===== config.mk =====
export PLATFORM = sky130hd
export DESIGN_NAME = block_mac_2x2
export DESIGN_NICKNAME = d
export VERILOG_FILES = /design/src/rtl/mac_pkg.sv /design/src/rtl/mac_mult_pipe.sv /design/src/rtl/block_mac_2x2.sv
export SDC_FILE = /design/constraint.sdc
export NUM_CORES = 2
export LEC_CHECK = 0
export BUFFER_PORTS_ARGS = -buffer_cell sky130_fd_sc_hd__buf_2
export CORE_MARGIN = 2
export CORE_UTILIZATION = 50
export CTS_BUF_LIST = sky130_fd_sc_hd__clkbuf_8
export DETAILED_ROUTE_END_ITERATION = 12
export HOLD_SLACK_MARGIN = 0.15
export PLACE_DENSITY = 0.8
export RECOVER_POWER = 100
export REMOVE_ABC_BUFFERS = 1
export SLEW_MARGIN = 20
export SYNTH_ARGS = -nofsm -noshare
export SYNTH_HDL_FRONTEND = slang
export SYNTH_SLANG_ARGS = --single-unit

===== constraint.sdc =====
create_clock -name clk -period 9.9 [get_ports clk]
set_clock_uncertainty 0.2 [all_clocks]
set_input_delay 0.495 -clock clk [delete_from_list [all_inputs] [get_ports clk]]
set_output_delay 0.495 -clock clk [all_outputs]
set_load 0.01 [all_outputs]

===== src/rtl/mac_pkg.sv =====
// Shared definitions for the 2x2 block MAC: FSM states, issue schedule and
// default multiplier depth.
package mac_pkg;

  localparam int MUL_STAGES_DEF = 2;

  typedef enum logic [1:0] {
    ST_IDLE  = 2'd0,
    ST_ISSUE = 2'd1,
    ST_DRAIN = 2'd2,
    ST_DONE  = 2'd3
  } state_t;

  // Operand select: 0 = x11, 1 = x12, 2 = x21, 3 = x22. Tag picks c11/c12/c21/c22.
  typedef struct packed {
    logic [1:0] a_sel;
    logic [1:0] b_sel;
    logic [1:0] tag;
    logic       load;
  } sched_t;

  function automatic sched_t sched_lookup(input logic [2:0] idx);
    sched_t s;
    case (idx)
      3'd0:    s = '{a_sel: 2'd0, b_sel: 2'd0, tag: 2'd0, load: 1'b1};
      3'd1:    s = '{a_sel: 2'd1, b_sel: 2'd2, tag: 2'd0, load: 1'b0};
      3'd2:    s = '{a_sel: 2'd0, b_sel: 2'd1, tag: 2'd1, load: 1'b1};
      3'd3:    s = '{a_sel: 2'd1, b_sel: 2'd3, tag: 2'd1, load: 1'b0};
      3'd4:    s = '{a_sel: 2'd2, b_sel: 2'd0, tag: 2'd2, load: 1'b1};
      3'd5:    s = '{a_sel: 2'd3, b_sel: 2'd2, tag: 2'd2, load: 1'b0};
      3'd6:    s = '{a_sel: 2'd2, b_sel: 2'd1, tag: 2'd3, load: 1'b1};
      3'd7:    s = '{a_sel: 2'd3, b_sel: 2'd3, tag: 2'd3, load: 1'b0};
      default: s = '{a_sel: 2'd0, b_sel: 2'd0, tag: 2'd0, load: 1'b1};
    endcase
    return s;
  endfunction

endpackage


===== src/rtl/mac_mult_pipe.sv =====
// Pipelined signed multiplier, result truncated to data_w, with valid/tag/load
// sideband travelling alongside each product.
module mac_mult_pipe #(
  parameter int data_w     = 32,
  parameter int MUL_STAGES = 2
) (
  input  logic              clk,
  input  logic              rst_n,
  input  logic              i_valid,
  input  logic [1:0]        i_tag,
  input  logic              i_load,
  input  logic [data_w-1:0] i_a,
  input  logic [data_w-1:0] i_b,
  output logic              o_valid,
  output logic [1:0]        o_tag,
  output logic              o_load,
  output logic [data_w-1:0] o_prod,
  output logic              o_any_valid
);

  logic [2*data_w-1:0]   w_a_ext;
  logic [2*data_w-1:0]   w_b_ext;
  logic [2*data_w-1:0]   w_full;
  logic [MUL_STAGES-1:0] r_vld;
  logic [data_w-1:0]     r_prod [MUL_STAGES];
  logic [1:0]            r_tag  [MUL_STAGES];
  logic                  r_load [MUL_STAGES];

  assign w_a_ext = {{data_w{i_a[data_w-1]}}, i_a};
  assign w_b_ext = {{data_w{i_b[data_w-1]}}, i_b};
  assign w_full  = w_a_ext * w_b_ext;

  // Product and sideband shift register; reset drops every in-flight product.
  always_ff @(posedge clk or negedge rst_n) begin
    if (!rst_n) begin
      r_vld <= '0;
      for (int i = 0; i < MUL_STAGES; i++) begin
        r_prod[i] <= '0;
        r_tag[i]  <= 2'd0;
        r_load[i] <= 1'b0;
      end
    end else begin
      r_vld[0]  <= i_valid;
      r_prod[0] <= w_full[data_w-1:0];
      r_tag[0]  <= i_tag;
      r_load[0] <= i_load;
      for (int i = 1; i < MUL_STAGES; i++) begin
        r_vld[i]  <= r_vld[i-1];
        r_prod[i] <= r_prod[i-1];
        r_tag[i]  <= r_tag[i-1];
        r_load[i] <= r_load[i-1];
      end
    end
  end

  assign o_valid     = r_vld[MUL_STAGES-1];
  assign o_tag       = r_tag[MUL_STAGES-1];
  assign o_load      = r_load[MUL_STAGES-1];
  assign o_prod      = r_prod[MUL_STAGES-1];
  assign o_any_valid = |r_vld;

endmodule


===== src/rtl/block_mac_2x2.sv =====
// 2x2 block multiplier C = A*B using one time-multiplexed pipelined multiplier;
// results are held on c_* until the next launch and flagged by a done_mac pulse.
module block_mac_2x2
  import mac_pkg::*;
#(
  parameter int data_w     = 32,
  parameter int MUL_STAGES = MUL_STAGES_DEF
) (
  input  logic              clk,
  input  logic              rst_n,
  input  logic              start_mac,
  input  logic [data_w-1:0] a_11,
  input  logic [data_w-1:0] a_12,
  input  logic [data_w-1:0] a_21,
  input  logic [data_w-1:0] a_22,
  input  logic [data_w-1:0] b_11,
  input  logic [data_w-1:0] b_12,
  input  logic [data_w-1:0] b_21,
  input  logic [data_w-1:0] b_22,
  output logic [data_w-1:0] c_11,
  output logic [data_w-1:0] c_12,
  output logic [data_w-1:0] c_21,
  output logic [data_w-1:0] c_22,
  output logic              done_mac,
  output logic              busy
);

  state_t            r_state;
  logic [2:0]        r_cnt;
  logic              r_armed;
  logic [data_w-1:0] r_a   [4];
  logic [data_w-1:0] r_b   [4];
  logic [data_w-1:0] r_acc [4];

  sched_t            w_sch;
  logic              w_launch;
  logic              w_m_valid;
  logic [1:0]        w_m_tag;
  logic              w_m_load;
  logic [data_w-1:0] w_m_prod;
  logic              w_pipe_busy;

  assign w_sch    = sched_lookup(r_cnt);
  assign w_launch = (r_state == ST_IDLE) && r_armed && start_mac;

  mac_mult_pipe #(
    .data_w     (data_w),
    .MUL_STAGES (MUL_STAGES)
  ) u_mult (
    .clk         (clk),
    .rst_n       (rst_n),
    .i_valid     (r_state == ST_ISSUE),
    .i_tag       (w_sch.tag),
    .i_load      (w_sch.load),
    .i_a         (r_a[w_sch.a_sel]),
    .i_b         (r_b[w_sch.b_sel]),
    .o_valid     (w_m_valid),
    .o_tag       (w_m_tag),
    .o_load      (w_m_load),
    .o_prod      (w_m_prod),
    .o_any_valid (w_pipe_busy)
  );

  // Re-arm only after start_mac is seen low, so a held request yields one run.
  always_ff @(posedge clk or negedge rst_n) begin
    if (!rst_n) begin
      r_armed <= 1'b1;
    end else if (!start_mac) begin
      r_armed <= 1'b1;
    end else if (w_launch) begin
      r_armed <= 1'b0;
    end
  end

  // First product of a pair loads its accumulator, so no clear is needed between runs.
  always_ff @(posedge clk or negedge rst_n) begin
    if (!rst_n) begin
      for (int i = 0; i < 4; i++) r_acc[i] <= '0;
    end else if (w_m_valid) begin
      if (w_m_load) r_acc[w_m_tag] <= w_m_prod;
      else          r_acc[w_m_tag] <= r_acc[w_m_tag] + w_m_prod;
    end
  end

  // Control FSM with operand latch and registered outputs; DRAIN ends once the pipe is empty.
  always_ff @(posedge clk or negedge rst_n) begin
    if (!rst_n) begin
      r_state  <= ST_IDLE;
      r_cnt    <= 3'd0;
      busy     <= 1'b0;
      done_mac <= 1'b0;
      c_11     <= '0;
      c_12     <= '0;
      c_21     <= '0;
      c_22     <= '0;
      for (int i = 0; i < 4; i++) begin
        r_a[i] <= '0;
        r_b[i] <= '0;
      end
    end else begin
      done_mac <= 1'b0;
      case (r_state)
        ST_IDLE: begin
          if (w_launch) begin
            r_a[0]  <= a_11;
            r_a[1]  <= a_12;
            r_a[2]  <= a_21;
            r_a[3]  <= a_22;
            r_b[0]  <= b_11;
            r_b[1]  <= b_12;
            r_b[2]  <= b_21;
            r_b[3]  <= b_22;
            r_cnt   <= 3'd0;
            busy    <= 1'b1;
            r_state <= ST_ISSUE;
          end
        end
        ST_ISSUE: begin
          r_cnt <= r_cnt + 3'd1;
          if (r_cnt == 3'd7) r_state <= ST_DRAIN;
        end
        ST_DRAIN: begin
          if (!w_pipe_busy) begin
            c_11     <= r_acc[0];
            c_12     <= r_acc[1];
            c_21     <= r_acc[2];
            c_22     <= r_acc[3];
            done_mac <= 1'b1;
            r_state  <= ST_DONE;
          end
        end
        ST_DONE: begin
          busy    <= 1'b0;
          r_state <= ST_IDLE;
        end
        default: begin
          busy    <= 1'b0;
          r_state <= ST_IDLE;
        end
      endcase
    end
  end

endmodule

==> results.md <==
* Status: finished, violations left
* Failing checks: max-capacitance violations, max-slew violations
* Fmax at 0.107 GHz
* Synthesized cell area at between 40000 and 50000 um2
* Worst skew pair latency at 0.75 ns
* Rows at 105
* Area delta synth->final at 18.6%
* Drt via density at 5.46
* Drt drc at 0
* Port bufs at 388
* Core area at 81700 um2
* CTS Sinks at 592
* Flops & latches, synth at 592
* R2r endpoint: u_mult.r_prod[62]
* Antenna-violating nets left at 0
* Die height at 291 um
* Number of synthesized flops with an enable pin at 0
* Worst Path Required at 10.28 ns
* Final Setup Violations at 0
* Largest net degree at the start of global routing at about 190
* Min-Delay Startpoint: u_mult.r_prod[46]
* Worst EP arrival at 9.72 ns
* GRT Total Usage at 0.266
* Worst hold path endpoint: u_mult.o_prod[14]
* GRT overflow at 0
* CTS tree: built
* Maximum buffer depth of the clock tree at 3
* Final GP Congestion at 0.937
* Num ports at 389
* Root buffer cell: clkbuf_8
* Synth top area cells: dfrtp_1, fa_1, mux2_2
* WL/cell at roughly 20 um
* Async SR Flop Fraction at 1.00
* Critical path type: register to register
* Drt initial violations at 2019
* Yosys warning count at 0
* TritonCTS buffer count at 98
* Hold Path Class: register to register
* Via count at 29.8k
* Nets at 5165
* Antenna violations before repair at 5
* Yosys top cell area share at 0.360
* Max_cap viols at 9
* Cell count of the worst reg-to-reg path at 25
* First-pass GRT wire length at roughly 180000 um
* Flop-to-flop setup slack at 0.56 ns
* CP endpoint kind: register
* Tmin final at about 9.3 ns
* Final slew viol count at just over 700
* Yosys cell types at 55
* Post_cts resized at 0
* Initial core utilization at 0.503
* Worst flop-to-flop path startpoint: r_cnt[2]
* Hold Path Depth at 0
* Layout cells sized above 1 at 0.213
* Post-layout util at 0.596
* Ys flop type: dfrtp_1
* Initial DRT Pass Iterations at 6
* Worst-Margin Slew at slightly below 6 ns
* Startpoint Class: register
* Postcts setup bufs at 0
* CP Max Fanout at 39
* Syn avg cell area at between 10 and 15 um2
* Final hold violations at 0
* Slew HR at -2.97
* Final period utilization at 0.943
* RSZ-0062 raised after global routing: no
* Post-Route WL at 111000 um
* Detailed Place HPWL at 76900 um
* CTS clk-pin slew, worst paths at 0.06 ns
* Area leader, netlist: dfrtp_1
* Sequential-to-total area share from yosys stat at 0.361
* Die ar. at around 84000 um2
* Cells after Synth at about 3.7k
* H-tree levels at 3
* Vias in the first global route at 32.4k
* DIE WIDTH at a little under 300 um
==> through the flow <==
step           area, um2  instances  worst slack, ns  hold slack, ns  TNS (ns)
3_5_place_dp       44100       5015            0.961           0.135         0
4_1_cts            49000       5462            0.972           0.150         0
3_3_place_gp       44100       5015             1.15           0.134         0
5_1_grt            48700       5467            0.247           0.163         0
6_report           48700       5467            0.561           0.149         0
2_1_floorplan      40300       3506            -2.01       -0.000591   -207.48
==> metal layers <==
| layer | track usage | routed length, um |
|---|---|---|
| met1 | 0.319 | 41900 |
| met2 | 0.445 | 53600 |
| met3 | 0.0604 | 8580 |
| met4 | 0.145 | 6630 |
| met5 | 0 | 0 |
==> synth_stat cells, types with 8 or more instances <==
cell type,number
a21o_1,24
clkbuf_1,138
fa_1,409
o21ai_0,169
buf_1,10
o21ai_1,14
or2_2,15
nor2b_1,21
o21bai_1,8
mux2_2,413
o21a_1,21
xnor2_1,79
mux2i_1,96
and3_1,8
buf_2,8
and2_1,35
a21oi_1,56
nand2b_1,19
dfrtp_1,591
inv_1,448
xor2_1,31
ha_1,188
nor3_1,10
nand3_1,9
mux4_2,52
nand2_1,383
nor2_1,340
==> worst max path at each step <==
stage	start	slack [ns]	end
6_report	r_cnt[2]	0.56	u_mult.r_prod[62]
4_1_cts	r_cnt[1]	0.97	u_mult.r_prod[63]
3_5_place_dp	r_cnt[1]	0.96	u_mult.r_prod[63]
2_1_floorplan	r_cnt[0]	-2.01	u_mult.r_prod[63]
5_1_grt	r_cnt[2]	0.25	u_mult.r_prod[63]
3_3_place_gp	r_cnt[1]	1.15	u_mult.r_prod[63]
==> critical path, stage by stage, from the launching register on <==
cell,delay [ns]
dfrtp_1,1.09
buf_12,0.37
mux2i_1,0.17
mux2i_1,1.30
nand2_1,0.21
fa_1,0.46
inv_1,0.16
ha_1,0.27
ha_1,0.21
fa_1,0.47
ha_1,0.29
ha_1,0.28
inv_1,0.04
fa_1,0.45
fa_1,0.49
inv_1,0.04
ha_1,0.31
o21ai_0,0.17
nor3b_1,0.18
a211oi_1,0.58
a31oi_1,0.23
o31ai_1,0.50
a31oi_1,0.26
o21ai_0,0.20
a21oi_1,0.10
xnor2_1,0.13
==> sequential cells by signal (all words and copies together), names as in the netlist <==
name           count
r_cnt              3
c_12              32
done_mac           1
c_22              32
busy               1
u_mult.r_load      1
u_mult.o_tag       2
c_21              32
r_a              128
r_state            2
r_b              128
u_mult.o_prod     32
r_acc            128
u_mult.r_vld       2
c_11              32
u_mult.r_tag       2
u_mult.r_prod     32
u_mult.o_load      1
r_armed            1
==> final cells by class <==
| class | instances | area, um2 |
|---|---|---|
| flip-flops and latches | 592 | 14800 |
| clock buffers | 126 | 1730 |
| multi-input cells | 2466 | 23900 |
| repair buffers | 703 | 4820 |
| well taps | 1070 | 1340 |
| clock inverters | 58 | 463 |
| inverters | 448 | 1680 |
| fillers | 6500 | 33000 |
| diodes | 4 | 10.0 |
==> repair_timing <==
action	CTS	global route
setup endpoints to repair	0	0
endpoints found under the hold margin	364	0
hold buffers	263	0
==> layout by cell type (no fill, tap or decap), types with 56 or more instances in the layout <==
| cell | instances |
|---|---|
| a21oi_1 | 56 |
| o21ai_0 | 167 |
| inv_1 | 474 |
| dlygate4sd3_1 | 263 |
| fa_1 | 409 |
| clkbuf_8 | 126 |
| ha_1 | 188 |
| buf_2 | 257 |
| mux2_2 | 394 |
| mux2i_1 | 95 |
| nor2_1 | 340 |
| xnor2_1 | 79 |
| nand2_1 | 383 |
| clkbuf_1 | 136 |
| dfrtp_1 | 587 |
==> logic make-up after synthesis <==
| logic type | share of synthesized area |
|---|---|
| AO/OA/AOI/OAI | 0.0484 |
| XOR/XNOR | 0.0235 |
| adder cells (fa/ha/maj) | 0.257 |
| buffers and inverters | 0.0589 |
| flip-flops | 0.361 |
| multiplexers | 0.166 |
| AND/OR/NAND/NOR | 0.0861 |
Power is not shown: default switching activity piles up to over one toggle a cycle in this logic, so the estimate is an artifact.
